==> src/rtl/uart_pkg.sv <==
// Shared UART definitions: receiver states and control-register field encodings.
package uart_pkg;

    typedef enum logic [2:0] {
        IDLE,
        START,
        DATA,
        PARITY,
        STOP
    } rx_state_t;

    localparam logic [1:0] PARITY_NONE = 2'b00;
    localparam logic [1:0] PARITY_EVEN = 2'b01;
    localparam logic [1:0] PARITY_ODD  = 2'b10;

    localparam logic DS_8BIT   = 1'b1;  // cr_ds: 1 = 8 data bits, 0 = 7
    localparam logic STOP_2BIT = 1'b1;  // cr_s: 1 = two stop bits, 0 = one

    // Divider values 0 and 1 cannot place a sample mid-bit, so they run as 2.
    function automatic logic [15:0] eff_clk_div(input logic [15:0] div);
        return (div < 16'd2) ? 16'd2 : div;
    endfunction

endpackage

==> src/rtl/synchronizer.sv <==
// Multi-flop synchroniser for an asynchronous level input; resets to 1 (idle line).
module synchronizer #(
    parameter int STAGES = 2    // at least 2
) (
    input  logic clk_i,
    input  logic rst_i,
    input  logic d_i,
    output logic q_o
);

    logic [STAGES-1:0] ff;

    // Shift the raw input through the metastability chain.
    always_ff @(posedge clk_i or posedge rst_i) begin
        if (rst_i) ff <= '1;
        else       ff <= {ff[STAGES-2:0], d_i};
    end

    assign q_o = ff[STAGES-1];

endmodule

==> src/rtl/rx_frontend.sv <==
// UART receive frontend: start-edge detect, mid-bit sampling, parity/stop checking.
module rx_frontend
    import uart_pkg::*;
#(
    parameter int SYNC_STAGES = 2
) (
    input  logic        clk_i,
    input  logic        rst_i,
    input  logic [15:0] cr_clk_div_i,
    input  logic        cr_ds_i,
    input  logic [1:0]  cr_p_i,
    input  logic        cr_s_i,
    input  logic        uart_rx_i,
    output logic [7:0]  dr_o,
    output logic        valid_o,
    output logic        frame_error_o,
    output logic        parity_error_o
);

    rx_state_t   state, state_n;
    logic        rx_sync, rx_d, fall;
    logic [15:0] baud_cnt, baud_n;
    logic [3:0]  bit_cnt, bit_n;
    logic        stop_left, stop_left_n;
    logic        ferr, ferr_n, perr, perr_n;
    logic        latch_cfg, shift_en, out_en, tick;
    logic [15:0] div_q;
    logic        ds_q;
    logic [1:0]  par_q;
    logic [7:0]  sr, data_word;

    synchronizer #(.STAGES(SYNC_STAGES)) u_sync (
        .clk_i (clk_i),
        .rst_i (rst_i),
        .d_i   (uart_rx_i),
        .q_o   (rx_sync)
    );

    // Delayed copy of the synchronised line for 1 -> 0 edge detection.
    always_ff @(posedge clk_i or posedge rst_i) begin
        if (rst_i) rx_d <= 1'b1;
        else       rx_d <= rx_sync;
    end

    assign fall      = rx_d & ~rx_sync;
    assign tick      = (baud_cnt == 16'd0);
    assign data_word = (ds_q == DS_8BIT) ? sr : {1'b0, sr[7:1]};

    // Next-state logic: bit timing, field sequencing and error accumulation.
    always_comb begin
        state_n     = state;
        baud_n      = tick ? baud_cnt : baud_cnt - 16'd1;
        bit_n       = bit_cnt;
        stop_left_n = stop_left;
        ferr_n      = ferr;
        perr_n      = perr;
        latch_cfg   = 1'b0;
        shift_en    = 1'b0;
        out_en      = 1'b0;
        unique case (state)
            IDLE: begin
                if (fall) begin
                    state_n     = START;
                    baud_n      = (eff_clk_div(cr_clk_div_i) >> 1) - 16'd1;
                    bit_n       = (cr_ds_i == DS_8BIT) ? 4'd8 : 4'd7;
                    stop_left_n = (cr_s_i == STOP_2BIT);
                    ferr_n      = 1'b0;
                    perr_n      = 1'b0;
                    latch_cfg   = 1'b1;
                end
            end
            START: begin
                if (tick) begin
                    state_n = rx_sync ? IDLE : DATA;
                    baud_n  = div_q - 16'd1;
                end
            end
            DATA: begin
                if (tick) begin
                    shift_en = 1'b1;
                    bit_n    = bit_cnt - 4'd1;
                    baud_n   = div_q - 16'd1;
                    if (bit_cnt == 4'd1)
                        state_n = (par_q != PARITY_NONE) ? PARITY : STOP;
                end
            end
            PARITY: begin
                if (tick) begin
                    perr_n  = (par_q == PARITY_EVEN) ? (^data_word ^ rx_sync)
                                                     : ~(^data_word ^ rx_sync);
                    baud_n  = div_q - 16'd1;
                    state_n = STOP;
                end
            end
            STOP: begin
                if (tick) begin
                    if (!rx_sync) ferr_n = 1'b1;
                    if (stop_left) begin
                        stop_left_n = 1'b0;
                        baud_n      = div_q - 16'd1;
                    end else begin
                        state_n = IDLE;
                        out_en  = 1'b1;
                    end
                end
            end
            default: state_n = IDLE;
        endcase
    end

    // Control state and registered frame outputs.
    always_ff @(posedge clk_i or posedge rst_i) begin
        if (rst_i) begin
            state          <= IDLE;
            baud_cnt       <= '0;
            bit_cnt        <= '0;
            stop_left      <= 1'b0;
            ferr           <= 1'b0;
            perr           <= 1'b0;
            dr_o           <= '0;
            valid_o        <= 1'b0;
            frame_error_o  <= 1'b0;
            parity_error_o <= 1'b0;
        end else begin
            state     <= state_n;
            baud_cnt  <= baud_n;
            bit_cnt   <= bit_n;
            stop_left <= stop_left_n;
            ferr      <= ferr_n;
            perr      <= perr_n;
            valid_o   <= out_en;
            if (out_en) begin
                dr_o           <= data_word;
                frame_error_o  <= ferr_n;
                parity_error_o <= perr;
            end
        end
    end

    // Frame configuration snapshot and data shift register.
    always_ff @(posedge clk_i) begin
        if (latch_cfg) begin
            div_q <= eff_clk_div(cr_clk_div_i);
            ds_q  <= cr_ds_i;
            par_q <= (cr_p_i == 2'b11) ? PARITY_ODD : cr_p_i;
        end
        if (shift_en) sr <= {rx_sync, sr[7:1]};
    end

endmodule

==> config.mk <==
export PLATFORM = sky130hd
export DESIGN_NAME = rx_frontend
export DESIGN_NICKNAME = d
export VERILOG_FILES = /design/src/rtl/uart_pkg.sv /design/src/rtl/synchronizer.sv /design/src/rtl/rx_frontend.sv
export SDC_FILE = /design/constraint.sdc
export NUM_CORES = 1
export LEC_CHECK = 0
export CAP_MARGIN = 20
export CORE_MARGIN = 1
export CORE_UTILIZATION = 53
export CTS_CLUSTER_SIZE = 40
export DETAILED_ROUTE_END_ITERATION = 12
export PLACE_DENSITY = 0.82
export SYNTH_ARGS = -nofsm -noshare
export SYNTH_HDL_FRONTEND = slang
export SYNTH_SLANG_ARGS = --single-unit
==> constraint.sdc <==
create_clock -name clk_i -period 2.4 [get_ports clk_i]
set_input_delay 0.48 -clock clk_i [delete_from_list [all_inputs] [get_ports clk_i]]
set_output_delay 0.48 -clock clk_i [all_outputs]
set_load 0.03 [all_outputs]
* Yosys cells after proc, flatten, opt, wreduce, memory -nomap -nowiden
Index checks and enable logic that the tools add are counted.
** Operators by class
- Magnitude comparators :: 1
- Bitwise gates (word level) :: 4
- Reduce and logical (&&, ||, !) cells :: 12
- Multiplexer cells :: 40
- Equal/unequal tests :: 14
- $add $sub $neg :: 4
** Operators with widths (count)
- 16-bit two-way mux :: 6
- 16-bit one-hot mux with 3 select lines :: 1
- 16-bit by 1-bit subtractor with 16-bit output, second input constant :: 2
- 3-bit two-way mux :: 8
- 16-bit zero test :: 1
- 16-bit by 2-bit < comparator with 1-bit output, second input constant :: 1
- 15-bit by 1-bit subtractor with 16-bit output, second input constant :: 1
- 1-bit two-way mux :: 15
- 3-bit one-hot mux with 5 select lines :: 1
- 2-bit inequality test, second input constant :: 7
- 4-bit two-way mux :: 3
- 3-bit AND reduction :: 3
- 8-bit two-way mux :: 1
- 4-bit one-hot mux with 2 select lines :: 1
- 2-bit nonzero test :: 4
- 8-bit parity :: 1
- 7-bit AND reduction :: 1
- 3-bit by 2-bit == test with 1-bit output, second input constant :: 2
- 1-bit one-hot mux with 2 select lines :: 3
- 4-bit by 1-bit == test with 1-bit output, second input constant :: 1
- 4-bit by 1-bit subtractor with 4-bit output, second input constant :: 1
- 3-bit by 1-bit == test with 1-bit output, second input constant :: 1
- 3-bit == test, second input constant :: 1
- 3-bit zero test :: 1
- 7 further kinds :: 8
** Word-level totals
- Flip-flop bits (word level) :: 67
- Output and inout port bits :: 11
- Input bits :: 23
- Word-level logic and storage cells :: 92

* Depth between registers and ports, before layout
- Word-level depth :: 7
- Depth in mapped cells :: 11
- Gate-level depth less buffers :: 10

* Hierarchy
Synthesis repeated with hierarchy kept, for this count alone.
** Second synthesis, totals
- Cell total of the unflattened synthesis :: 403
- Area total of the unflattened synthesis :: 3942.5 sq um
** Modules (own cells, without submodules)
- rx_frontend :: cells an instance 400, sequential area each 1762.9 sq um, times used 1, area an instance 3886.2 sq um
- synchronizer :: cells an instance 3, sequential area each 52.6 sq um, times used 1, area an instance 56.3 sq um

* Least setup slack after synthesis
Ideal clock, no wire load.
- Kind :: in2reg
- Start point :: input cr_clk_div_i[4]
- End point :: register baud_cnt[14]
- Required time :: 2270 ps
- Arrival time :: 2293 ps
- Setup time :: 130 ps
- Buffers on the path :: 1
- Path slack :: -23 ps
- Cell stages on the path :: 11
- Cells stage by stage :: nor2_1 -> or4b_1 -> buf_2 -> nor3_1 -> nor2_1 -> ha_1 -> nor4b_1 -> nand4b_1 -> xnor2_1 -> a2bb2oi_1 -> o21ai_0
** On the way
- Longest elaborated chain between the ends :: 5
** RTL lines
- from (decl) :: RTL line rx_frontend.sv:9 : input logic [15:0] cr_clk_div_i,
- 16-bit by 2-bit < comparator with 1-bit output :: RTL line uart_pkg.sv:21 : return (div < 16'd2) ? 16'd2 : div;
- 16-bit two-way mux (*)
- 15-bit by 1-bit subtractor with 16-bit output (*) :: RTL line rx_frontend.sv:64 : baud_n = (eff_clk_div(cr_clk_div_i) >> 1) - 16'd1;
- 16-bit two-way mux (*) :: RTL line rx_frontend.sv:62 : if (fall) begin
- 16-bit one-hot mux with 3 select lines (*) :: RTL line rx_frontend.sv:60 : unique case (state)
- via baud_n[14] :: RTL line rx_frontend.sv:22 : logic [15:0] baud_cnt, baud_n;
- to (signal assigned) :: RTL line rx_frontend.sv:126 : baud_cnt <= baud_n;
- to (decl) :: RTL line rx_frontend.sv:22
The timed path passes the listed nets; every way through them passes the cells marked *.
A chain may end at the register's enable or synchronous reset.

* Worst setup path in the final report
- Start point :: input cr_clk_div_i[12]
- End point :: register baud_cnt[14]
Same word-level chain as after synthesis.

==> results.ini <==
[synth]
synth-xor-area-share_pct=8.381
synth.top_cell.area_share_pct=23.31
ys_warn_count=0
syn_nets=427
synth_top_family_by_area=simple AND/OR/NAND/NOR gates
synth_area_sq_mm=0.003971
yosys.area_share.simple_pct=21.27
ys.flop_type=dfrtp_1
netlist_instances=398
synth-compound-area-share_pct=15.37
synth_area_per_cell_sq_um=9.978
synth_edf_count=27
synth_seq_cells=67
synth_adder_area_share_pct=1.890
synth_cell_types=68
ys_seq_area_share_pct=45.72
synth.mux.area_fraction_pct=2.836
ys_async_sr_fraction_pct=59.70
yosys.area.top_type=dfrtp_1
synthTopCellsByArea=dfrtp_1 (23%), edfxtp_1 (20%), xnor2_1 (6.0%)

[clock_tree]
cts_tree=built
clk_pin_slew_worst_paths_ps=80
cts_buffers=9
clk_latency_ps=350
htree_levels=3
root_buffer=clkbuf_8
hold_buffers=0
clockBufferDepth=2
cts_num_sinks=67

[power_and_ir_drop]
p_per_area_mw_per_mm2=841.0
vdd_drop_max_uv=354.0
leakage_uw=0.001942

[timing]
min_period_over_period_pct=96.66
fin_skew_ps=13.92
clock.fmax_mhz=431.1
fin_setup_tns_ps=0
setup_viol=0
relSlewSlack_pct=61.92
layout_min_cycle_time_ps=2320
hold_viol_final=0
slew_violations=0
hold_ws_ps=359.8
worst_slew_pin_slew_ps=566.9

[setup_path]
critPathLaunchType=primary input
cp_top_family=simple AND/OR/NAND/NOR gates
crit_chain=dlygate4sd2_1 -> or3_4 -> or3_4 -> nor3_4 -> nor2_2 -> ha_2 -> nor4b_4 -> nand4b_1 -> xnor2_1 -> a2bb2oi_1 -> o21ai_1
cp.arrival_ps=2550
cp-end-kind=flip-flop
crit_slowest_cell=or3_4
required_ps=2630
r2r_cells=7
worstSetupPathType=primary input to flip-flop
cpMostUsedCell=or3_4
cp.depth=11
critPathMaxFanout=6
cp.buffers_inverters=1
max_stage_delay_ps=390

[finish]
final_common_cell=buf_4
final_cell_mix=buf_4 (39), dfrtp_1 (37), nand2_1 (34)
final_area_sq_mm=0.004902
drive_gt1_share_pct=20.09
area_delta_synth_final_pct=23.44
nets=482
fill_cells=552
n_antenna_cell=0

[grt]
use_met3_pct=3.825
track_usage_pct=24.64
busiest_layer=met2
grtUsageMet1_pct=27.74
grt_max_degree=41
gr-usage-met2_pct=46.71
grt_pass1_wl_microns=14750
grt_overflow=0
antenna_found_initial=0
first_global_vias=3228

[route]
wl_per_cell_microns=16.01
drc=0
firstDrtPassIters=4
drt_iter0_markers=178
via_per_inst=5.837
totalWireLength_microns=8916
num_vias=3251
drtAntennaViolNets=0

[die]
num_io_pins=34
dieArea_sq_mm=0.007843
rows=31
die_y_microns=88.56
die_w_microns=88.56
core_area_sq_mm=0.007253
initial_utilization_pct=54.75

[placement]
gp_congestion=0.8772
dp_hpwl_microns=6562
io_buffers=33
place_area_sq_mm=0.004607

[job]
cap_violations=0

[worst_hold_path]
min_path_type=flip-flop to flip-flop
holdPathStages=0

[outcome]
status=finished, final reports clean

[worst paths after layout]
path	from	endpoint	slack, ps
min in group asynchronous	rst_i	baud_cnt[15]	560
worst min-delay path	u_sync.ff[0]	u_sync.ff[1]	360
worst max register to register	baud_cnt[0]	baud_cnt[3]	170
worst max-delay path	cr_clk_div_i[12]	baud_cnt[14]	80
worst min register to register	u_sync.ff[0]	u_sync.ff[1]	360
max in group asynchronous	rst_i	u_sync.ff[1]	1470
[synth_stat cells, types with 3 or more instances]
cell / count
o211ai_1: 5
inv_1: 14
nand2_1: 34
dfrtp_1: 37
o31ai_1: 6
or3_1: 7
edfxtp_1: 27
a21oi_1: 17
nor3_1: 15
nand3_1: 5
nand4_1: 4
buf_2: 5
a31oi_1: 3
clkbuf_1: 22
nor3b_1: 4
xor2_1: 11
nor4_1: 7
nor4b_1: 3
nand2b_1: 7
mux2i_1: 9
o22ai_1: 3
dfstp_2: 3
ha_1: 6
xnor2_1: 27
nor2b_1: 5
nor2_1: 21
o221ai_1: 8
o21ai_1: 3
o21ai_0: 25
[state kept, by name, indices dropped and copies added, names as in the netlist, 2 cells and up]
name / flops
baud_cnt: 16
div_q: 16
dr_o: 8
sr: 8
bit_cnt: 4
state: 3
par_q: 2
u_sync.ff: 2
[worst register-to-register path, cell delays in order (launching register included)]
cell	delay, ps
dfrtp_1	420
inv_1	150
ha_1	230
nor4b_4	330
and4_1	390
or3_1	150
a21oi_1	60
or3_1	380
[power by group]
group / switching (uW) / internal [uW] / leakage (uW)
combinational: 833 / 713 / 0.00108
sequential: 287 / 1410 / 0.000760
clock: 467 / 416 / 0.0000989
[cell type report]
| class | instances | area, sq um | share of cell area [%] |
|---|---|---|---|
| well taps | 99 | 123.9 | 2.527 |
| repair buffers | 74 | 674.4 | 13.76 |
| multi-input cells | 287 | 2051 | 41.83 |
| clock buffers | 10 | 137.6 | 2.808 |
| clock inverters | 6 | 47.55 | 0.9699 |
| inverters | 14 | 52.55 | 1.072 |
| flip-flops and latches | 67 | 1815 | 37.03 |
[metrics by stage]
step | cells | setup WS [ps] | util (%) | total power (uW)
final | 557 | 80.18 | 67.59 | 4123
after global routing | 557 | -2.670 | 67.59 | 4373
after CTS | 554 | 4.594 | 66.78 | 4092
after detailed placement | 537 | -656.7 | 63.52 | 3192
after global placement | 537 | -520.0 | 63.52 | 3134
after floorplan | 398 | 19.71 | - | 2806
[per-layer routing]
metal  vias up  share of wire, %
li1       1571                 -
met1      1575                40
met2        85                54
met3        20               3.7
met4         0               2.1
met5         -                 0
[repair_timing]
action,CTS,global route
setup buffers,1,3
resized for setup,14,9
endpoints found under the setup margin,6,8
endpoints found under the hold margin,0,0
pin swaps,8,9
[cell families (layout without fill, tap and decap cells)]
group                      count (synthesis)  in the layout
DFF                                       67             67
xor gates and xnor gates                  38             38
and+or+nand+nor                          140            140
muxes                                     11             11
adders and majority gates                  6              6
buffers and inverters                     44            104
AOI/OAI and AO/OA                         92             92
Power figures use the tool's default switching activity.
